## src/rtl/atm_pkg.sv

```systemverilog
// Shared constants, FSM state type and the account PIN table for the ATM session controller.
// PIN_TABLE is the accounts_pinRAM.mem image: entry i is the PIN of account i.
package atm_pkg;

    localparam int NUM_ACCOUNTS    = 5;
    localparam int ID_W            = 4;
    localparam int PIN_W           = 8;
    localparam int DEF_MAX_TRIES   = 3;
    localparam int DEF_TIMEOUT_CYC = 64;
    localparam int DEF_SHOW_CYC    = 8;

    typedef enum logic [2:0] {
        IDLE,
        WAIT_PIN,
        CHECK,
        AUTH,
        SHOW
    } state_t;

    localparam logic [NUM_ACCOUNTS-1:0][PIN_W-1:0] PIN_TABLE = {
        8'h07,  // account 4
        8'hC3,  // account 3
        8'h5A,  // account 2
        8'h22,  // account 1
        8'h11   // account 0
    };

    // One-hot account select; all-zero for IDs outside the account range.
    function automatic logic [NUM_ACCOUNTS-1:0] id_onehot(input logic [ID_W-1:0] id);
        logic [NUM_ACCOUNTS-1:0] oh;
        oh = '0;
        for (int i = 0; i < NUM_ACCOUNTS; i++) begin
            if (id == ID_W'(i)) oh[i] = 1'b1;
        end
        return oh;
    endfunction

endpackage

```

## src/rtl/atm_pin_rom.sv

```systemverilog
// Synchronous-read PIN table, one entry per account, one cycle of read latency.
// Out-of-range addresses read as zero.
module atm_pin_rom
    import atm_pkg::*;
(
    input  logic             clk,
    input  logic             reset,
    input  logic [ID_W-1:0]  addr_i,
    output logic [PIN_W-1:0] data_o
);

    logic [PIN_W-1:0] word_d;
    logic [PIN_W-1:0] data_q;

    always_comb begin
        word_d = '0;
        for (int i = 0; i < NUM_ACCOUNTS; i++) begin
            if (addr_i == ID_W'(i)) word_d = PIN_TABLE[i];
        end
    end

    always_ff @(posedge clk or posedge reset) begin
        if (reset) data_q <= '0;
        else       data_q <= word_d;
    end

    assign data_o = data_q;

endmodule

```

## src/rtl/atm_auth_ctrl.sv

```systemverilog
// ATM session controller: card check, PIN verification with per-account lockout,
// inactivity timeout and timed ShowBalance. Define ATM_ADMIN_UNLOCK_EN for the admin unlock port.
//
// state    | meaning
// IDLE     | no session; card_valid checked against range and lock bitmap
// WAIT_PIN | card accepted, waiting for pin_valid, idle timer running
// CHECK    | PIN ROM word available, compare against registered pin
// AUTH     | authenticated, waiting for op_balance, idle timer running
// SHOW     | ShowBalance asserted for SHOW_CYC cycles
module atm_auth_ctrl
    import atm_pkg::*;
#(
    parameter int MAX_TRIES   = DEF_MAX_TRIES,
    parameter int TIMEOUT_CYC = DEF_TIMEOUT_CYC,
    parameter int SHOW_CYC    = DEF_SHOW_CYC
) (
    input  logic             clk,
    input  logic             reset,
    input  logic             card_valid,
    input  logic [ID_W-1:0]  card_id,
    input  logic             pin_valid,
    input  logic [PIN_W-1:0] pin,
    input  logic             op_balance,
    input  logic             logout,
`ifdef ATM_ADMIN_UNLOCK_EN
    input  logic             admin_unlock,
    input  logic [ID_W-1:0]  unlock_id,
`endif
    output logic [ID_W-1:0]  ID,
    output logic             ShowBalance,
    output logic             card_reject,
    output logic             auth_ok,
    output logic             auth_fail,
    output logic             lock_evt,
    output logic             session_active
);

    localparam int TRIES_W = $clog2(MAX_TRIES + 1);
    localparam int TIMER_W = $clog2(TIMEOUT_CYC);
    localparam int SHOW_W  = $clog2(SHOW_CYC + 1);

    state_t                  state_q, state_d;
    logic [ID_W-1:0]         id_q, id_d;
    logic [PIN_W-1:0]        pin_q, pin_d;
    logic [TRIES_W-1:0]      tries_q, tries_d;
    logic [TIMER_W-1:0]      timer_q, timer_d;
    logic [SHOW_W-1:0]       show_cnt_q, show_cnt_d;
    logic [NUM_ACCOUNTS-1:0] lock_q, lock_d;
    logic                    show_q, show_d;
    logic                    reject_q, reject_d;
    logic                    ok_q, ok_d;
    logic                    fail_q, fail_d;
    logic                    lockevt_q, lockevt_d;
    logic                    sess_q, sess_d;

    logic [PIN_W-1:0]        rom_pin;
    logic                    timeout;
    logic [TIMER_W-1:0]      timer_inc;
    logic                    card_ok;

    // The ROM address is the latched ID, so the word is ready by the time CHECK is entered.
    atm_pin_rom u_pin_rom (
        .clk    (clk),
        .reset  (reset),
        .addr_i (id_q),
        .data_o (rom_pin)
    );

    assign timeout   = (timer_q == TIMER_W'(TIMEOUT_CYC - 1));
    assign timer_inc = timeout ? timer_q : timer_q + 1'b1;
    assign card_ok   = (|id_onehot(card_id)) && ~(|(lock_q & id_onehot(card_id)));

    always_comb begin
        state_d    = state_q;
        id_d       = id_q;
        pin_d      = pin_q;
        tries_d    = tries_q;
        timer_d    = timer_q;
        show_cnt_d = show_cnt_q;
        lock_d     = lock_q;
        reject_d   = 1'b0;
        ok_d       = 1'b0;
        fail_d     = 1'b0;
        lockevt_d  = 1'b0;

        case (state_q)
            IDLE: begin
                if (card_valid) begin
                    if (card_ok) begin
                        state_d = WAIT_PIN;
                        id_d    = card_id;
                        tries_d = '0;
                        timer_d = '0;
                    end else begin
                        reject_d = 1'b1;
                    end
                end
            end
            WAIT_PIN: begin
                if (logout || timeout) begin
                    state_d = IDLE;
                end else if (pin_valid) begin
                    state_d = CHECK;
                    pin_d   = pin;
                    timer_d = '0;
                end else begin
                    timer_d = timer_inc;
                end
            end
            CHECK: begin
                timer_d = '0;
                if (logout) begin
                    state_d = IDLE;
                end else if (rom_pin == pin_q) begin
                    state_d = AUTH;
                    ok_d    = 1'b1;
                end else if (tries_q == TRIES_W'(MAX_TRIES - 1)) begin
                    state_d   = IDLE;
                    lock_d    = lock_q | id_onehot(id_q);
                    lockevt_d = 1'b1;
                end else begin
                    state_d = WAIT_PIN;
                    tries_d = tries_q + 1'b1;
                    fail_d  = 1'b1;
                end
            end
            AUTH: begin
                if (logout || timeout) begin
                    state_d = IDLE;
                end else if (op_balance) begin
                    state_d    = SHOW;
                    show_cnt_d = '0;
                    timer_d    = '0;
                end else begin
                    timer_d = timer_inc;
                end
            end
            SHOW: begin
                if (logout) begin
                    state_d = IDLE;
                end else if (show_cnt_q == SHOW_W'(SHOW_CYC - 1)) begin
                    state_d = AUTH;
                    timer_d = '0;
                end else begin
                    show_cnt_d = show_cnt_q + 1'b1;
                end
            end
            default: begin
                state_d = IDLE;
            end
        endcase

`ifdef ATM_ADMIN_UNLOCK_EN
        // Applied after any lock set so a coincident unlock of the same account wins.
        if (admin_unlock) lock_d = lock_d & ~id_onehot(unlock_id);
`endif

        show_d = (state_d == SHOW);
        sess_d = (state_d == AUTH) || (state_d == SHOW);
    end

    always_ff @(posedge clk or posedge reset) begin
        if (reset) begin
            state_q    <= IDLE;
            id_q       <= '0;
            pin_q      <= '0;
            tries_q    <= '0;
            timer_q    <= '0;
            show_cnt_q <= '0;
            lock_q     <= '0;
            show_q     <= 1'b0;
            reject_q   <= 1'b0;
            ok_q       <= 1'b0;
            fail_q     <= 1'b0;
            lockevt_q  <= 1'b0;
            sess_q     <= 1'b0;
        end else begin
            state_q    <= state_d;
            id_q       <= id_d;
            pin_q      <= pin_d;
            tries_q    <= tries_d;
            timer_q    <= timer_d;
            show_cnt_q <= show_cnt_d;
            lock_q     <= lock_d;
            show_q     <= show_d;
            reject_q   <= reject_d;
            ok_q       <= ok_d;
            fail_q     <= fail_d;
            lockevt_q  <= lockevt_d;
            sess_q     <= sess_d;
        end
    end

    assign ID             = id_q;
    assign ShowBalance    = show_q;
    assign card_reject    = reject_q;
    assign auth_ok        = ok_q;
    assign auth_fail      = fail_q;
    assign lock_evt       = lockevt_q;
    assign session_active = sess_q;

endmodule

```

## config.mk

```make
export PLATFORM = sky130hd
export DESIGN_NAME = atm_auth_ctrl
export DESIGN_NICKNAME = d
export VERILOG_FILES = /design/src/rtl/atm_pkg.sv /design/src/rtl/atm_pin_rom.sv /design/src/rtl/atm_auth_ctrl.sv
export SDC_FILE = /design/constraint.sdc
export NUM_CORES = 1
export LEC_CHECK = 0
export ABC_AREA = 1
export BUFFER_PORTS_ARGS = -buffer_cell sky130_fd_sc_hd__buf_2
export CAP_MARGIN = 20
export CORE_UTILIZATION = 55
export CTS_BUF_LIST = sky130_fd_sc_hd__clkbuf_16
export DETAILED_ROUTE_END_ITERATION = 8
export PLACE_DENSITY = 0.83
export SYNTH_ARGS = -nofsm -noshare
export SYNTH_HDL_FRONTEND = slang
export SYNTH_SLANG_ARGS = --single-unit
```

## constraint.sdc

```tcl
create_clock -name clk -period 3.6 [get_ports clk]
set_input_delay 0.36 -clock clk [delete_from_list [all_inputs] [get_ports clk]]
set_output_delay 0.36 -clock clk [all_outputs]
set_load 0.02 [all_outputs]
```

# ---- Word-level counts from Yosys, hierarchy flattened
# Index checks and enable logic that the tools add are counted.
# W data, S select, Z words.
dict set report classes {
  addsub 3
  n_eq_ne 29
  mux 82
  bitwise_logic 6
  n_reduce_logical 17
}
# cell count
set ops {}
lappend ops {{$mux W6} 10}
lappend ops {{$mux W1} 45}
lappend ops {{$pmux W6 S5} 1}
lappend ops {{$mux W3} 8}
lappend ops {{$ne A2 B2 Y1 const B} 11}
lappend ops {{$eq A4 B2 Y1 const B} 4}
lappend ops {{$mux W4} 4}
lappend ops {{$mux W8} 2}
lappend ops {{$pmux W3 S5} 1}
lappend ops {{$mux W2} 7}
lappend ops {{$eq A4 B3 Y1 const B} 3}
lappend ops {{$reduce_or A5 Y1} 2}
lappend ops {{$eq A3 B2 Y1 const B} 3}
lappend ops {{$eq A4 B1 Y1 const B} 2}
lappend ops {{$eq A8 B8 Y1} 1}
lappend ops {{$logic_not A4 Y1} 2}
lappend ops {{$pmux W4 S2} 1}
lappend ops {{$mux W7} 1}
lappend ops {{$reduce_and A7 Y1} 1}
lappend ops {{$add A6 B1 Y6 const B} 1}
lappend ops {{$eq A3 B3 Y1 const B} 2}
lappend ops {{$eq A6 B6 Y1 const B} 1}
lappend ops {{$reduce_and A3 Y1} 2}
lappend ops {{$reduce_and A6 Y1} 1}
lappend ops {{other kinds (16)} 21}
dict set report totals {
  reg_bits 46
  in_bits 18
  out_inout_bits 10
  wordCells 151
}

# ---- Depth between registers and ports, before layout
dict set report depth {
  ltp_word 11
  mapped_depth 12
  depth_no_buf 12
}

# ---- Cells and area by module
# From an unflattened synthesis, not the netlist that was laid out.
dict set report hier_totals {
  cells_unflattened 308
  area_unflattened_um2 2418.6
}
# module n_inst cells_each area_per_inst_um2 seq_area_each_um2
set by_module_without_submodules {}
lappend by_module_without_submodules {atm_auth_ctrl 1 274 2118.3 950.9}
lappend by_module_without_submodules {atm_pin_rom 1 34 300.3 200.2}

# ---- Least setup slack after synthesis
# Ideal clock, no wire load.
dict set report synth_timing {
  path_type {register to register}
  startpoint {reg timer_q[0]}
  endpoint {reg pin_q[0]}
  setup_ps 126
  arrival_time_ps 1381
  t_required_ps 3474
  slack_ps 2093
  path_stages_with_launch 9
  period_less_slack_ps 1507
  path_cell_list {dfrtp_1 ha_1 nand3_2 nor2_4 a21oi_2 nand3_2 buf_6 nand2_1 o21ai_0}
}
dict set report synth_via {
  elab_chain_len 4
}
# item line
set synth_lines {}
lappend synth_lines {{start, declared} atm_auth_ctrl.sv:46} ;# logic [TIMER_W-1:0] timer_q, timer_d;
lappend synth_lines {{start signal, assigned} atm_auth_ctrl.sv:182} ;# timer_q <= timer_d;
lappend synth_lines {{$eq A6 B6 Y1} atm_auth_ctrl.sv:69} ;# assign timeout = (timer_q == TIMER_W'(TIMEOUT_CYC - 1));
lappend synth_lines {{$logic_or A1 B1 Y1} atm_auth_ctrl.sv:100} ;# if (logout || timeout) begin
lappend synth_lines {{$not A1 Y1 (no line)} --}
lappend synth_lines {{$reduce_and A3 Y1 (no line)} --}
lappend synth_lines {{end signal, assigned} atm_auth_ctrl.sv:180} ;# pin_q <= pin_d;
lappend synth_lines {{end, declared} atm_auth_ctrl.sv:44} ;# logic [PIN_W-1:0] pin_q, pin_d;
# No other way between the ends.
# A chain may end at the register's enable or synchronous reset.

# ---- Final worst setup path
dict set report layout_timing {
  startpoint {reg timer_q[0]}
  endpoint {reg sess_q (netlist: session_active)}
}
dict set report layout_via {
  elab_chain_len 6
  elab_cells_between_ends 8
  classes_between {3 x eq/ne; 3 x mux; 2 x reduce/logical}
}
# item line
set layout_lines {}
lappend layout_lines {{$eq A6 B6 Y1 (*)} atm_auth_ctrl.sv:69}
lappend layout_lines {{$logic_or A1 B1 Y1 (*)} {atm_auth_ctrl.sv:100, atm_auth_ctrl.sv:128}}
lappend layout_lines {{$mux W3 (on tied branches)} {atm_auth_ctrl.sv:128, atm_auth_ctrl.sv:100}}
lappend layout_lines {{$pmux W3 S5 (*)} atm_auth_ctrl.sv:86} ;# case (state_q)
lappend layout_lines {{named net state_d[1]} atm_auth_ctrl.sv:42} ;# state_t state_q, state_d;
lappend layout_lines {{$eq A3 B2 Y1 / $eq A3 B3 Y1 (equally long branches)} atm_auth_ctrl.sv:159} ;# sess_d = (state_d == AUTH) || (state_d == SHOW);
lappend layout_lines {{$logic_or A1 B1 Y1 (*)} atm_auth_ctrl.sv:159}
lappend layout_lines {{named net sess_d} atm_auth_ctrl.sv:54} ;# logic sess_q, sess_d;
lappend layout_lines {{end signal, assigned} atm_auth_ctrl.sv:190} ;# sess_q <= sess_d;
lappend layout_lines {{end, declared} atm_auth_ctrl.sv:54}
# The timed path passes the listed nets; every way through them passes the cells marked *.

==> metrics <==
layout cells sized above 1 between 10% and 20%; CP cell instances ha_1 > nand3_2 > nor2_4 > a21oi_2 > nand3_2 > nand4_1 > nand2_1 > nand2_1; final worst path period share just under 50%; critical path peak fanout 17; Slowest-stage cell, CP dfrtp_1; grt total ovfl 0; hold_buf cts 0; reg2reg start timer_q[0]; # IOs 28; vias per cell approximately 5.0; Worst path max stage delay 0.43 ns; Critical Path RT 3.83 ns; WS Path Type flop to flop; Lkg Pwr roughly 1.5 nW; DRC violations left 0; Max Clock Freq about 580 MHz; Max Root-Sink Buffers 2; Finished Cell Area 2740 µm²; vias in the first global route 1880; number of setup violations in the final report 0; DIE AREA about 4600 µm²; Mean Syn Cell Area a little under 8 µm²; most frequent cells in the layout 96 x nand2_1, 46 x dfrtp_1, 46 x inv_1, 27 x buf_2, 26 x nor2_1; n_diodes 0; Final ANT Viol Nets 0; Post-synth EDFFs 0; Initial Utilization around three fifths; via count 1958; critical path arrival about 2 ns; PortBufs 27; total CTS buffers 5; Syn Nets between 300 and 400; part of the Yosys area used for sequential elements a little under half; Tightest Pin Transition around 0.56 ns; DR pass1 iterations 4; largest net degree at the start of global routing 47; Hold Worst Slack 0.204 ns; max_cap viols 0; Area growth, synth to finish 13.8%; final net count around 360; starting DRC count in detailed routing 141; Final Skew ~0.0042 ns; Tmin final around 1.7 ns; root buffer cell clkbuf_16; Async SR Flop Fraction 100%; Layout Cells excl Fill just under 400; Post-Route WL ~4.8 mm; post-synthesis cell count about 310; Crit. End Element flop; final-report max-slew violation count 0; dpl cell area roughly 2600 µm²; post-CTS sizing 0; worst-skew pair later-pin latency 0.29 ns; Horiz. Die Dim slightly below 70 µm; class of the worst hold path input port to asynchronous set/reset pin; core footprint between 4000 and 5000 µm²; relative slew slack around 63%; postcts setup bufs 0; crit start category flop; Post-Route Setup TNS 0 ns; CTS clk-pin slew, worst paths 0.06 ns; peak supply drop roughly 340 µV; Yosys cell types 30; die height between 60 and 70 µm; ys flop type dfrtp_1; Met3 Wirelength 203 µm; top routing layer in use met4; Power per Cell Area about 530 nW/µm²; CTS Sinks 46; first-pass GRT wire length roughly 8 mm; delay-heaviest family, CP simple AND/OR/NAND/NOR gates; hpwl dp between 3 and 4 mm; routability cong. 0.853; dpl cells 383; Fin. Hold Viols 0; GRT Total Usage about 25%; CTS tree yes; most common cell after layout, fill and taps aside nand2_1; Yosys reg bits 46; CP Launch Point timer_q[0]; initial antenna violation count 0; row count 23; H-tree depth 2; WL met1 around 2.3 mm; status complete, no violations; met2 wire len roughly 2.3 mm; power consumption ~1.4 mW; Buf/Inv on CP 0; Synth Cell Area approximately 2400 µm²; WL/cell 12.3 µm; yosys warns 0; RSZ-0062 raised after global routing false
==> worst reg2reg max path, stage by stage, from the launching register on <==
cell and delay, ns:
dfrtp_1 0.43, ha_1 0.26, nand3_2 0.11, nor2_4 0.06, a21oi_2 0.20, nand3_2 0.28
nand4_1 0.21, nand2_1 0.08, nand2_1 0.05
==> sequential cells by signal, summed over array words and instances, names as in the netlist <==
register          cells
lock_evt              1
u_pin_rom.data_o      8
ShowBalance           1
timer_q               6
tries_q               2
show_cnt_q            4
lock_q                5
pin_q                 8
ID                    4
card_reject           1
state_q               3
auth_fail             1
session_active        1
auth_ok               1
==> through the flow <==
step	setup WS [ns]	util (%)
floorplan	2.09	-
global route	1.73	67.0
global placement	1.99	63.4
CTS	1.87	67.0
detailed placement	1.89	63.4
finish	1.86	67.0
==> power by group <==
part           internal, mW  switching, mW
Sequential            0.603         0.0655
Combinational         0.121          0.196
Clock                 0.257          0.197
==> layer usage <==
layer	global-route usage, %	vias up
met5	0	-
met4	10.7	0
met3	6.00	2
met2	38.5	41
met1	32.0	895
li1	-	1020
==> kinds of logic (layout without fill, tap and decap cells) <==
family                   count (synthesis)  count (layout)  share of synthesized area [%]
buffers and inverters                   56              90                           9.42
XOR/XNOR                                 6               6                           2.19
AND/OR/NAND/NOR                        170             170                           32.8
AO/OA/AOI/OAI                           26              26                           6.14
adder cells (fa/ha/maj)                  3               3                           1.56
flip-flops                              46              46                           47.9
==> worst paths after layout <==
check,end,slack [ns],cells after the start
worst max-delay path,session_active,1.86,8
worst min-delay path,ID[3],0.20,3
worst max register to register,session_active,1.86,8
worst min register to register,lock_q[3],0.46,2
max in group asynchronous,pin_q[2],3.02,3
min in group clk,card_reject,0.30,3
==> cell type report <==
type | count | area, µm²
clock inverters | 3 | 21.3
inverters | 54 | 208
repair buffers | 28 | 143
clock buffers | 5 | 125
flip-flops and latches | 46 | 1150
fillers | 344 | 1350
multi-input cells | 205 | 1030
well taps | 50 | 62.6
==> synthesized netlist by cell type, types with 4 or more instances <==
cell type  number  area (µm²)
dfrtp_1        46        1150
nand3_1        19        95.1
a21oi_1         6        30.0
inv_1          47         176
xnor2_1         5        43.8
inv_2           5        18.8
nand4_1         4        25.0
o21ai_0        12        60.1
nor2_1         26        97.6
nand2_1        96         360
nor2_2          5        31.3
nand2_2         4        25.0
No activity file was read; power rests on OpenSTA's default activity.
